$ cat src/rtl/regfile_write_arbiter_pkg.sv
// rtl/regfile_write_arbiter_pkg.sv - shared writeback types and register-file constants
package JZJCoreFTypes;

  localparam int REG_COUNT = 32;

  typedef logic [4:0] RegIndex_t;

  localparam RegIndex_t REG_ZERO = 5'd0;

  typedef struct packed {
    RegIndex_t   address;
    logic [31:0] data;
  } WritebackRequest_t;

  // Wrap-around increment used by the round-robin pointer.
  function automatic int wrap_next(input int index, input int count);
    return (index + 1 >= count) ? 0 : index + 1;
  endfunction

endpackage

$ cat src/rtl/regfile_write_arbiter_rr_arbiter.sv
// rtl/regfile_write_arbiter_rr_arbiter.sv - round-robin grant with a rotating priority pointer
module rr_arbiter
  import JZJCoreFTypes::*;
#(
  parameter int N              = 3,
  parameter int RESET_PRIORITY = 0,
  localparam int PW            = (N > 1) ? $clog2(N) : 1
) (
  input  logic          clock,
  input  logic          reset,
  input  logic [N-1:0]  valid,
  output logic [N-1:0]  grant,
  output logic [PW-1:0] grant_index,
  output logic          transfer
);

  logic [PW-1:0] pointer;
  logic [PW-1:0] pointer_next;
  logic [PW:0]   candidate;
  logic          found;

  // Walk the requesters starting at the pointer; the first valid one wins.
  // Gating with reset keeps every grant low while reset is held.
  always_comb begin
    grant       = '0;
    grant_index = '0;
    found       = 1'b0;
    candidate   = '0;
    for (int k = 0; k < N; k++) begin
      candidate = {1'b0, pointer} + (PW+1)'(k);
      if (candidate >= (PW+1)'(N)) begin
        candidate = candidate - (PW+1)'(N);
      end
      if (!found && reset && valid[candidate[PW-1:0]]) begin
        found                       = 1'b1;
        grant[candidate[PW-1:0]]    = 1'b1;
        grant_index                 = candidate[PW-1:0];
      end
    end
  end

  assign transfer = found;

  always_comb begin
    pointer_next = pointer;
    if (found) begin
      pointer_next = PW'(wrap_next(int'(grant_index), N));
    end
  end

  always_ff @(posedge clock or negedge reset) begin
    if (!reset) begin
      pointer <= PW'(RESET_PRIORITY);
    end else begin
      pointer <= pointer_next;
    end
  end

endmodule

$ cat src/rtl/regfile_write_arbiter.sv
// rtl/regfile_write_arbiter.sv - shares the register-file write port and tracks pending writes
module regfile_write_arbiter
  import JZJCoreFTypes::*;
#(
  parameter int NUM_REQ        = 3,
  parameter int RESET_PRIORITY = 0,
  localparam int PW            = (NUM_REQ > 1) ? $clog2(NUM_REQ) : 1
) (
  input  logic                  clock,
  input  logic                  reset,
  input  logic [NUM_REQ-1:0]    reqValid,
  output logic [NUM_REQ-1:0]    reqReady,
  input  logic [NUM_REQ*5-1:0]  reqAddress,
  input  logic [NUM_REQ*32-1:0] reqData,
  output logic [31:0]           rd,
  output logic [4:0]            rdAddress,
  output logic                  rdWriteEnable,
  input  logic                  reserveValid,
  input  logic [4:0]            reserveAddress,
  input  logic [4:0]            rs1Address,
  input  logic [4:0]            rs2Address,
  output logic                  hazardStall,
  output logic [31:0]           busyVector
);

  WritebackRequest_t        requests [NUM_REQ];
  WritebackRequest_t        selected;
  logic [PW-1:0]            grant_index;
  logic                     transfer;
  logic [REG_COUNT-1:0]     busy_next;

  always_comb begin
    for (int i = 0; i < NUM_REQ; i++) begin
      requests[i].address = reqAddress[i*5 +: 5];
      requests[i].data    = reqData[i*32 +: 32];
    end
  end

  rr_arbiter #(
    .N              (NUM_REQ),
    .RESET_PRIORITY (RESET_PRIORITY)
  ) u_rr_arbiter (
    .clock       (clock),
    .reset       (reset),
    .valid       (reqValid),
    .grant       (reqReady),
    .grant_index (grant_index),
    .transfer    (transfer)
  );

  assign selected = requests[grant_index];

  // A write to x0 is still accepted, it just never strobes the register file.
  always_ff @(posedge clock or negedge reset) begin
    if (!reset) begin
      rd            <= '0;
      rdAddress     <= REG_ZERO;
      rdWriteEnable <= 1'b0;
    end else if (transfer) begin
      rd            <= selected.data;
      rdAddress     <= selected.address;
      rdWriteEnable <= (selected.address != REG_ZERO);
    end else begin
      rdWriteEnable <= 1'b0;
    end
  end

  // Clear happens at the commit edge; applying the set afterwards lets a
  // fresh reservation win over a retiring write to the same register.
  always_comb begin
    busy_next = busyVector;
    if (rdWriteEnable) begin
      busy_next[rdAddress] = 1'b0;
    end
    if (reserveValid && (reserveAddress != REG_ZERO)) begin
      busy_next[reserveAddress] = 1'b1;
    end
    busy_next[REG_ZERO] = 1'b0;
  end

  always_ff @(posedge clock or negedge reset) begin
    if (!reset) begin
      busyVector <= '0;
    end else begin
      busyVector <= busy_next;
    end
  end

  assign hazardStall = ((rs1Address != REG_ZERO) && busyVector[rs1Address]) ||
                       ((rs2Address != REG_ZERO) && busyVector[rs2Address]);

endmodule

$ cat config.mk
export PLATFORM = sky130hd
export DESIGN_NAME = regfile_write_arbiter
export DESIGN_NICKNAME = d
export VERILOG_FILES = /design/src/rtl/regfile_write_arbiter_pkg.sv /design/src/rtl/regfile_write_arbiter_rr_arbiter.sv /design/src/rtl/regfile_write_arbiter.sv
export SDC_FILE = /design/constraint.sdc
export NUM_CORES = 1
export LEC_CHECK = 0
export CAP_MARGIN = 40
export CORE_MARGIN = 2
export CORE_UTILIZATION = 30
export DETAILED_ROUTE_END_ITERATION = 8
export PLACE_DENSITY = 0.71
export SLEW_MARGIN = 20
export SYNTH_ARGS = -nofsm -noshare
export SYNTH_HDL_FRONTEND = slang
export SYNTH_HIERARCHICAL = 1
export SYNTH_SLANG_ARGS = --single-unit
$ cat constraint.sdc
create_clock -name clock -period 2.65 [get_ports clock]
set_input_delay 0.53 -clock clock [delete_from_list [all_inputs] [get_ports clock]]
set_output_delay 0.53 -clock clock [all_outputs]
set_load 0.05 [all_outputs]
==> results of run 1 <==
## final cells by class
cell class,instances,area [um2],area share
flip-flops and latches,71,1779,0.2308
multi-input cells,373,2725,0.3536
repair buffers,267,2613,0.3390
inverters,6,22.52,0.002922
well taps,184,230.2,0.02987
clock buffers,10,229.0,0.02971
clock inverters,6,108.9,0.01412
## kinds of logic after synthesis
family,share of synthesized area
buffers and inverters,0.04332
AO/OA/AOI/OAI,0.2029
adder cells (fa/ha/maj),0.01118
AND/OR/NAND/NOR,0.1562
flip-flops,0.3969
multiplexers,0.1887
other,0.0008377
## stage by stage
step	instance area (um2)	power (mW)	cells
floorplan	4479	5.496	483
global placement	7025	7.590	887
detailed placement	7025	7.675	887
CTS	7475	9.231	904
global route	7707	9.953	917
finish	7707	9.473	917
## synth_stat cells, drive strengths merged (2+ instances only)
master	count	area (um2)
a21boi	2	15.01
a21o	3	22.52
a21oi	69	345.3
a221oi	2	17.52
a31oi	5	31.28
and4b	3	30.03
buf	15	102.6
clkbuf	18	68.81
dfrtp	71	1777
ha	4	50.05
inv	6	22.52
mux2	9	101.4
mux2i	47	495.5
mux4	10	247.7
nand2	13	48.80
nand2b	4	25.02
nand3	6	30.03
nand3b	12	90.09
nand4	2	12.51
nor2	73	274.0
nor2b	6	37.54
nor3	2	10.01
o2111ai	3	26.28
o21ai	71	355.3
o32ai	2	25.03
or3	3	18.77
or3b	4	35.03
## sequential cells by signal (all words and copies together) (netlist names)
signal and flops:
rd 32, u_rr_arbiter/pointer 2, rdWriteEnable 1, busyVector 31
rdAddress 5
## worst max-delay path: stages (launching register included)
cell,delay (ps)
dfrtp_2,440
ha_4,200
buf_6,140
nand2b_4,150
a31oi_4,200
o32ai_4,120
a31o_1,220
a22o_1,260
buf_12,150
## what timing repair did
action                     CTS  global route
cloned                       0             1
setup endpoints to repair   18            18
resized for setup           38            40
pin swaps                   11            22
hold buffers                 0             0
buffers inserted             1            13
## placed cells by master, fill, tap and decap left out, drive strengths merged, types with 2 or more instances in the layout
cell type,n
a21boi,2
a21o,3
a21oi,69
a221oi,2
a31oi,5
and4b,3
buf,69
bufinv,3
clkbuf,12
clkdlybuf4s50,190
clkinv,3
dfrtp,71
dlygate4sd2,5
ha,4
inv,6
mux2,9
mux2i,47
mux4,10
nand2,13
nand2b,4
nand3,6
nand3b,12
nand4,2
nor2,73
nor2b,6
nor3,2
o2111ai,3
o21ai,71
o32ai,2
or3,3
or3b,4
## how the worst max path moves through the flow
stage	to	slack, ps	depth (start not counted)
finish	reqReady[1]	-90	8
global route	reqReady[1]	-150	8
CTS	reqReady[1]	-80	7
detailed placement	hazardStall	-440	8
global placement	hazardStall	-390	7
floorplan	hazardStall	80	6
## where the power goes
group          switching (mW)  leakage (nW)  internal (mW)
sequential              0.520         0.778           1.61
clock                   0.452         0.166          0.917
combinational            3.58          2.09           2.40
total                    4.55          3.03           4.92
## per-layer routing
| metal | wire length [um] | GRT usage | share of wire | vias up |
|---|---|---|---|---|
| met4 | 549 | 0.09955 | 0.033 | 0 |
| met3 | 1424 | 0.05140 | 0.087 | 38 |
| li1 | - | - | - | 2259 |
| met2 | 7947 | 0.3261 | 0.48 | 270 |
| met5 | 0 | 0 | 0 | - |
| met1 | 6469 | 0.2440 | 0.39 | 2315 |
==> flow_summary.json, run 1 <==
{
  "firstDrtPassIters": 5,
  "cts.clk_slew.worst_paths_ps": 60,
  "grt_setup_unrepaired": "true",
  "min_period_ps": 2738,
  "vdd_drop_max_uv": 778.7,
  "diodes": 0,
  "powerDensity_nw_per_um2": 1229,
  "ys_seq_elements": 71,
  "r2r-end": "rdAddress[3]",
  "rows": 44,
  "p_leak_nw": 3.031,
  "die_area_um2": 15920,
  "grt_max_degree": 33,
  "drc": 0,
  "synth_cell_types": 53,
  "slew_headroom": 0.6231,
  "cts_buffers": 9,
  "h-tree-depth": 3,
  "fin_worst_skew_ps": 8.473,
  "synth_ff_type": "dfrtp_1",
  "syn_area_per_cell_um2": 9.269,
  "io_buffers": 204,
  "r2r-start": "u_rr_arbiter/pointer[1]",
  "crit_start": "u_rr_arbiter/pointer[0]",
  "worstMarginPinSlew_ps": 563.6,
  "cts.sinks": 71,
  "ios": 206,
  "routabilityCongestion": 0.8996,
  "violations": "setup timing",
  "area_growth_pct": 72.16,
  "initial_core_util": 0.3080,
  "crit_path_max_fanout": 8,
  "grt_pass1_wl_um": 25560,
  "antenna_found_initial": 0,
  "num_vias": 4882,
  "cts_buffer_depth": 2,
  "outcome": "finished with violations",
  "syn-cell-area_um2": 4477,
  "synth_enable_flop_cells": 0,
  "path_class": "register to output port",
  "drtAntennaViolNets": 0,
  "synthesis.nets": 619,
  "fmax_mhz": 365.3,
  "maxSlewViolCount": 0,
  "crit_path_end_kind": "output port",
  "root_buffer": "clkbuf_16",
  "fin_crit_sh": 1.033,
  "place.detailed.hpwl_um": 12400,
  "holdWs_ps": 211.4,
  "fin_util": 0.5303,
  "fin_tns_setup_ps": -173.7,
  "finalSetupViolCount": 3,
  "async_flop_share": 1.000,
  "cts_tree": "yes",
  "die_x_um": 126.2,
  "overflow": 0,
  "finalWorstSetupSlack_ps": -87.80,
  "grt_usage": 0.1994,
  "drt_iter0_markers": 260,
  "start_kind": "register",
  "fp.coreArea_um2": 14530,
  "reg2reg_depth": 12,
  "required_ps": 2120,
  "min_path_type": "primary input to async pin",
  "fp.dieH_um": 126.2,
  "drt-total-wl_um": 16390,
  "final_nets": 864,
  "routed_via_density": 5.324,
  "worstPathArrival_ps": 2210,
  "routedWlPerCell_um": 17.87,
  "seq_area_frac_synth": 0.3969,
  "cap_violations": 0,
  "hold_violations": 0,
  "syn_inst": 483,
  "dp_slack_ps": -440.5,
  "synth_warnings": 6,
  "rrSetupSlack_ps": -30,
  "grt_pass1_vias": 5082,
  "filler_cell_count": 1299,
  "insertion_delay_ps": 330,
  "final_layout_size_suffix_gt1_frac": 0.1965
}
No activity file was read; power rests on OpenSTA's default activity.
==> run 2: changes to the inputs <==
- ABC_AREA: not set -> 0
- DONT_BUFFER_PORTS: not set -> 1
- PLACE_DENSITY: 0.71 -> 0.52
==> flow_summary.json, run 2 (synthesis results as in run 1) <==
{
  "fin_worst_skew_ps": 3.486,
  "min_path_type": "primary input to async pin",
  "routed_via_density": 5.578,
  "io_buffers": 0,
  "die_x_um": 126.2,
  "ff_latch_area_um2": 1779,
  "min_period_ps": 2741,
  "required_ps": 2120,
  "drt-total-wl_um": 14510,
  "finalSetupViolCount": 2,
  "fin_util": 0.3853,
  "fin_crit_sh": 1.034,
  "finalWorstSetupSlack_ps": -91.17,
  "p_seq_frac": 0.385,
  "cts.clk_slew.worst_paths_ps": 50,
  "firstDrtPassIters": 4,
  "h-tree-depth": 3,
  "crit_path_end_kind": "output port",
  "insertion_delay_ps": 330,
  "grt_max_degree": 82,
  "grt_pass1_vias": 3963,
  "p_leak_nw": 2.157,
  "final_layout_size_suffix_gt1_frac": 0.2239,
  "place.detailed.hpwl_um": 10740,
  "cts_tree": "yes",
  "initial_core_util": 0.3080,
  "r2r-start": "u_rr_arbiter/pointer[1]",
  "overflow": 0,
  "largest_reg_flops": 32,
  "grt_usage": 0.1735,
  "regMostFlops": "rd",
  "cts_buffers": 9,
  "p_comb_frac": 0.480,
  "num_vias": 3966,
  "grt_setup_unrepaired": "true",
  "routedWlPerCell_um": 20.40,
  "drc": 0,
  "root_buffer": "clkbuf_16",
  "antenna_found_initial": 0,
  "rrSetupSlack_ps": 40,
  "switching_share": 0.5248,
  "start_kind": "register",
  "fp.dieH_um": 126.2,
  "layout_commonest_cell": "nor2_1",
  "worstMarginPinSlew_ps": 787.6,
  "diodes": 0,
  "routabilityCongestion": 0.8709,
  "p_sw_mw": 4.274,
  "outcome": "finished with violations",
  "fin_tns_setup_ps": -143.4,
  "filler_cell_count": 1462,
  "drtAntennaViolNets": 0,
  "vdd_drop_max_uv": 784.4,
  "hold_violations": 0,
  "fmax_mhz": 364.8,
  "rows": 44,
  "slew_headroom": 0.4749,
  "maxSlewViolCount": 0,
  "ios": 206,
  "cts.sinks": 71,
  "crit_start": "u_rr_arbiter/pointer[1]",
  "final_nets": 660,
  "crit_path_max_fanout": 3,
  "multi_input_area_um2": 2635,
  "worstPathArrival_ps": 2210,
  "final_cell_mix": "72 x nor2_1, 69 x dfrtp_1, 68 x a21oi_1, 65 x o21ai_0, 44 x mux2i_1",
  "pwr-share-clk": 0.134,
  "finalNonFillerCells": 711,
  "drt_iter0_markers": 211,
  "p_int_mw": 3.870,
  "fp.coreArea_um2": 14530,
  "reg.largest.list": "rd x32, busyVector x31, rdAddress x5",
  "path_class": "register to output port",
  "cap_violations": 0,
  "die_area_um2": 15920,
  "cts_buffer_depth": 2,
  "powerDensity_nw_per_um2": 1454,
  "violations": "setup timing",
  "dp_slack_ps": -110.3,
  "area_growth_pct": 25.10,
  "grt_pass1_wl_um": 21810,
  "dp_cells": 684
}
## run 2: cell count changes in the layout (fill, tap and decap cells not counted), sizes merged
cell,before,now
clkdlybuf4s50,190,0
dlymetal6s2s,1,0
clkbuf,12,15
buf,69,61
clkinv,3,1
dlygate4sd2,5,0
bufinv,3,0
## run 2: worst paths after layout
kind,to,depth (start not counted)
max,reqReady[1],7
min,busyVector[25],1
max reg2reg,rdWriteEnable,11
min reg2reg,busyVector[18],2
max in group asynchronous,rd[27],1
min in group clock,rd[15],2
## run 2: power groups by stage
| stage | clock (mW) | sequential [mW] | combinational [mW] |
|---|---|---|---|
| 2_1_floorplan | 0 | 3.72 | 1.77 |
| 3_3_place_gp | 0 | 3.13 | 3.42 |
| 3_5_place_dp | 0 | 3.14 | 3.49 |
| 4_1_cts | 1.13 | 3.13 | 3.70 |
| 5_1_grt | 1.17 | 3.22 | 4.22 |
| 6_report | 1.09 | 3.14 | 3.91 |
## run 2: stage by stage
stage	total power [mW]	cell area, um2	hold slack [ps]
finish	8.144	5600	92.13
global route	8.611	5600	112.3
CTS	7.958	5424	-115.1
detailed placement	6.628	5004	238.4
global placement	6.551	5004	238.3
floorplan	5.496	4479	234.4
## run 2: per-layer routing
metal / share of wire / track usage
met1: 0.42 / 0.2207
met2: 0.48 / 0.2818
met3: 0.092 / 0.05523
met4: 0.017 / 0.05495
met5: 0 / 0
## run 2: worst max-delay path, cell delays in order (launching register included)
cell and delay [ps]:
dfrtp_2 420, inv_2 80, ha_4 170, mux2_2 380
o32ai_4 300, a31o_1 190, a22o_1 190, buf_12 150
## run 2: area by class of cell
type,count,share of cell area
clock buffers,13,0.04647
clock inverters,1,0.0008937
inverters,6,0.004021
multi-input cells,373,0.4705
flip-flops and latches,71,0.3177
well taps,184,0.04111
repair buffers,63,0.1193
## run 2: repair_timing
action	CTS	global route
endpoints found under the hold margin	71	71
gates resized for setup	24	20
pin swaps	8	17
buffers inserted	6	3
setup endpoints to repair	27	31
gates cloned	0	3
==> RTL change 1 (config.mk and constraints of run 2) <==
Change the package constant `REG_ZERO` from 5'd0 to 5'd1.
--- a/src/rtl/regfile_write_arbiter_pkg.sv
+++ b/src/rtl/regfile_write_arbiter_pkg.sv
@@ -5,7 +5,7 @@
 
   typedef logic [4:0] RegIndex_t;
 
-  localparam RegIndex_t REG_ZERO = 5'd0;
+  localparam RegIndex_t REG_ZERO = 5'd1;
 
   typedef struct packed {
     RegIndex_t   address;
Function: changed (Yosys sat finds a counterexample within 4 cycles, from zero or initial values and one cycle with reset low).
==> RTL change 1 against run 2 <==
The run still ends with negative setup slack left. Total power grew 3.8%. Global-route usage up 1.5 points. Clock skew rose by 0.0088 ns. Combinational power increased by 2%. Sequential cell count stayed put. Design area grew 2.5%. Worst setup slack got worse by 0.063 ns. Critical path depth did not move. Synthesized area is 0.70% higher. Wire length is 8.2% higher. Critical endpoint unchanged.
==> RTL change 1: results (changes against run 2) <==
[run_status]
status=finished with violations  ; unchanged
failed_checks=negative setup slack  ; unchanged

[synth]
ys_seq_area_share_pct=39.44  ; was 39.69%
synth_commonest_cells=nor2_1, a21oi_1, dfrtp_1, o21ai_0, mux2i_1  ; was nor2_1, dfrtp_1, a21oi_1, o21ai_0, mux2i_1
synth_warnings=6  ; unchanged
ys_types=53  ; unchanged
syn_nets=637  ; was 619
synthTopCellsByArea=dfrtp_1, mux2i_1, a21oi_1  ; unchanged

[power]
ir_drop_uv=784.0  ; was 784.4 uV
cellLeakagePower_nw=2.243  ; was 2.157 nW

[worst_setup_path]
cp_slowest_cell=dfrtp_2  ; unchanged
slowest_delay_ns=0.45  ; was 0.42 ns
rrSetupSlack_ns=0.12  ; was 0.04 ns
path_max_fanout=4  ; was 3
critical_path.top_delay_family=compound AO/OA/AOI/OAI gates  ; unchanged
cp_data_arrival_time_ns=2.27  ; was 2.21 ns
timing.rr.end=rd[13]  ; was rdWriteEnable

[final_layout]
drive_above_1_share_pct=24.28  ; was 22.39%
nNetsFinal=687  ; was 660
top_regs=rd: 32 flops, busyVector: 31 flops, rdAddress: 5 flops  ; unchanged
insertedDiodeCount=0  ; unchanged

[placed_design]
hpwl_um=11740  ; was 10740 um
dpl_cell_area_um2=5044  ; was 5004 um^2
gp_congestion=0.8849  ; was 0.8709
pre_cts_slack_ns=-0.08900  ; was -0.1103 ns

[global_routing]
grt_antenna_before_repair=0  ; unchanged
grt_pass1_wl_um=23610  ; was 21810 um
grt_max_degree=71  ; was 82
grt_pass1_vias=4153  ; was 3963
grt.total_usage_pct=18.81  ; was 17.35%

[detailed_routing]
totalWireLength_um=15690  ; was 14510 um
firstDrtPassIters=5  ; was 4
vias=4137  ; was 3966
drtIter0Drc=291  ; was 211

[timing]
slew_headroom_pct=47.90  ; was 47.49%
setup_violations=3  ; was 2
worst_slack_ns=-0.1539  ; was -0.09117 ns
clock_skew_ns=0.01226  ; was 0.003486 ns

[clocking]
root_buffer=clkbuf_16  ; unchanged
clk_path_buf_depth=2  ; unchanged
cts.clk_slew.worst_paths_ns=0.07  ; was 0.05 ns
cts_buffers=9  ; unchanged

[hold_path]
hold_class=input port to async pin  ; unchanged

-- RTL change 1: changes by cell type in the layout (fill, tap and decap cells not counted), moves of 5 or more --
cell      before  now
buf_4         42   63
mux2i_1       44   49
nand2_1       13   19
nand3_1        6   12
nand3b_1      12    5
-- RTL change 1: stage by stage --
step	std cells	hold slack [ns]	TNS [ns]
final	740	0.04739	-0.3230
after global routing	740	0.03308	-0.5876
after CTS	726	0.03221	-0.2385
after detailed placement	698	0.2390	-0.2435
after global placement	698	0.2390	0
after floorplan	501	0.2344	0
-- RTL change 1: cells by family after synthesis --
| logic type | share of synthesized area, % |
|---|---|
| AOI/OAI and AO/OA | 20.54 |
| and+or+nand+nor | 15.49 |
| DFF | 39.44 |
| muxes | 18.96 |
| buffers and inverters | 4.385 |
| adders and majority gates | 1.110 |
| other | 0.08318 |
-- RTL change 1: worst max path at each step --
stage	start	end	slack (ns)	depth (start not counted)
6_report	u_rr_arbiter/pointer[0]	reqReady[1]	-0.15	7
5_1_grt	u_rr_arbiter/pointer[1]	reqReady[1]	-0.21	8
4_1_cts	busyVector[25]	hazardStall	-0.12	5
3_5_place_dp	u_rr_arbiter/pointer[1]	rdWriteEnable	-0.09	10
3_3_place_gp	u_rr_arbiter/pointer[1]	rdWriteEnable	0.04	10
2_1_floorplan	rs2Address[0]	hazardStall	0.01	6
-- RTL change 1: layout make-up --
class	instances	area [um^2]
Multi-Input combinational cell	387	2684
Clock inverter	6	92.59
Fill cell	1425	8847
Inverter	5	18.77
Sequential cell	71	1779
Tap cell	184	230.2
Clock buffer	10	229.0
Timing Repair Buffer	77	708.2
-- RTL change 1: per-layer routing --
layer  wire length (um)  part of all wire (%)  global-route usage [%]
met1               6307                    40                   22.95
met2               7726                    49                   31.80
met3               1447                   9.2                   6.242
met4                206                   1.3                   5.301
met5                  0                     0                       0
-- RTL change 1: where the power goes --
group	leakage (nW)	total, W	switching (W)	internal (W)
Combinational	1.32	0.00400	0.00234	0.00166
Sequential	0.777	0.00313	0.00154	0.00159
Clock	0.149	0.00133	0.000495	0.000830
-- RTL change 1: what timing repair did --
item	4_1_cts	5_1_grt
endpoints found under the setup margin	9	19
setup buffers	11	14
pin swaps	9	9
endpoints found under the hold margin	70	0
gates resized for setup	17	18
hold buffers	1	0
cloned	0	0
==> RTL change 2 (flow settings as in run 2) <==
Made on the original files. Reset style: synchronous (`reset`), changed in 3 clocked blocks.
--- a/src/rtl/regfile_write_arbiter_rr_arbiter.sv
+++ b/src/rtl/regfile_write_arbiter_rr_arbiter.sv
@@ -48,7 +48,7 @@
     end
   end
 
-  always_ff @(posedge clock or negedge reset) begin
+  always_ff @(posedge clock) begin
     if (!reset) begin
       pointer <= PW'(RESET_PRIORITY);
     end else begin
--- a/src/rtl/regfile_write_arbiter.sv
+++ b/src/rtl/regfile_write_arbiter.sv
@@ -51,7 +51,7 @@
   assign selected = requests[grant_index];
 
   // A write to x0 is still accepted, it just never strobes the register file.
-  always_ff @(posedge clock or negedge reset) begin
+  always_ff @(posedge clock) begin
     if (!reset) begin
       rd            <= '0;
       rdAddress     <= REG_ZERO;
@@ -78,7 +78,7 @@
     busy_next[REG_ZERO] = 1'b0;
   end
 
-  always_ff @(posedge clock or negedge reset) begin
+  always_ff @(posedge clock) begin
     if (!reset) begin
       busyVector <= '0;
     end else begin
Function: differs if reset is asserted again (counterexample within 4 cycles, from zero or initial values and one cycle with reset low); with reset held inactive, the same outputs for 4 cycles.
==> RTL change 2 against run 2 <==
The flow still finishes with violations (negative setup slack). Synthesized area down 4.2%. Sequential cell count unchanged. Wire length up 7.2%. Clock skew up 0.0024 ns. Sequential power down 36%. Worst setup slack worse by 0.0043 ns. Total power down 34%. Critical path depth up 2. Register-to-register slack worse by 0.02 ns. Core utilization up 0.96 points. Design area down 1.7%. Final cell count up 3.8%. Worst hold slack better by 0.23 ns. Highest routed layer unchanged.
==> RTL change 2: results (changes against run 2) <==
[run_status]
status=finished with violations  ; unchanged
failed_checks=negative setup slack  ; unchanged

[detailed_routing]
firstDrtPassIters=5  ; was 4
drtIter0Drc=292  ; was 211
routed-wl-met3_um=1294  ; was 1328 um
drt-met1-wl_um=6161  ; was 6023 um
via_per_inst=5.705  ; was 5.578

[placed_design]
dp_cells=709  ; was 684
hpwl_um=10700  ; was 10740 um
gp_congestion=0.9122  ; was 0.8709
dpl_cell_area_um2=4835  ; was 5004 um^2
pre_cts_slack_ns=-0.08863  ; was -0.1103 ns

[final_layout]
buffer_area_share_pct=12.32  ; was 11.93%
nNetsFinal=691  ; was 660
nFillCells=1375  ; was 1462
final_cell_area_um2=5503  ; was 5600 um^2
seq_share_pct=25.97  ; was 31.77%
signal_buffers=67  ; was 63
stdcell_count=738  ; was 711
multi_input_gates=401  ; was 373
multi_input_area_share_pct=52.41  ; was 47.05%
drive_above_1_share_pct=23.66  ; was 22.39%

[timing]
worst_slack_ns=-0.09549  ; was -0.09117 ns
fin_tns_setup_ns=-0.09549  ; was -0.1434 ns
clock_skew_ns=0.005880  ; was 0.003486 ns
setup_violations=1  ; was 2

[synth]
synth_cells=517  ; was 483
ys_types=52  ; was 53
ys_seq_area_share_pct=33.14  ; was 39.69%
synth_xor_area_share_pct=0  ; unchanged
syn_nets=653  ; was 619
synthMuxAreaShare_pct=19.46  ; was 18.87%
synth_commonest_cells=nor2_1, dfxtp_1, a21oi_1  ; was nor2_1, dfrtp_1, a21oi_1, o21ai_0, mux2i_1
async_flop_share_pct=0  ; was 100.0%
synth_ff_type=dfxtp_1  ; was dfrtp_1
synthTopCellsByArea=dfxtp_1, mux2i_1, a21oi_1  ; was dfrtp_1, mux2i_1, a21oi_1
synth_compound_area_share_pct=22.93  ; was 20.29%

[global_routing]
grt_max_degree=72  ; was 82
grt.total_usage_pct=18.61  ; was 17.35%
grt_pass1_vias=3989  ; was 3963
grt_pass1_wl_um=21710  ; was 21810 um

[worst_setup_path]
slowest_delay_ns=0.36  ; was 0.42 ns
critical_path.top_delay_family=buffers and inverters  ; was compound AO/OA/AOI/OAI gates
cp_slowest_cell=dfxtp_4  ; was dfrtp_2
r2r-start=u_rr_arbiter/pointer[1]  ; unchanged
path_max_fanout=6  ; was 3

[power]
powerDensity_nw_per_um2=974.8  ; was 1454 nW/um^2
power_frac_seq_pct=37.2  ; was 38.5%
cellLeakagePower_nw=1.996  ; was 2.157 nW
p_int_w=0.002947  ; was 0.003870 W
ir_drop_uv=489.4  ; was 784.4 uV
pwr-share-clk_pct=20.6  ; was 13.4%

[hold_path]
hold_class=input port to flip-flop  ; was input port to async pin

[floorplanning]
die_x_um=123.6  ; was 126.2 um

==> RTL change 2: cell count changes after synthesis, moves of 11 or more <==
| cell | delta |
|---|---|
| dfxtp_1 | +71 |
| a211oi_1 | +34 |
| dfrtp_1 | -71 |
| clkbuf_1 | +11 |
| o21ai_0 | -32 |
| nand2_1 | +30 |
==> RTL change 2: timing repair <==
action | in CTS | in global routing
gates cloned | 0 | 5
resized for setup | 11 | 30
setup buffers | 2 | 6
endpoints found under the setup margin | 24 | 41
hold buffers | 0 | 0
pin swaps | 1 | 34
==> RTL change 2: worst paths after layout <==
| path | to | slack (ns) | cells after the start |
|---|---|---|---|
| min reg2reg | busyVector[12] | 0.52 | 2 |
| max reg2reg | rd[16] | 0.02 | 11 |
| min | u_rr_arbiter/pointer[1] | 0.32 | 1 |
| max | reqReady[2] | -0.1 | 9 |
==> RTL change 2: per-layer routing <==
metal,track usage [%],vias up
met2,31.87,221
li1,-,1965
met1,22.65,2008
met3,5.952,16
met4,4.545,0
met5,0,-
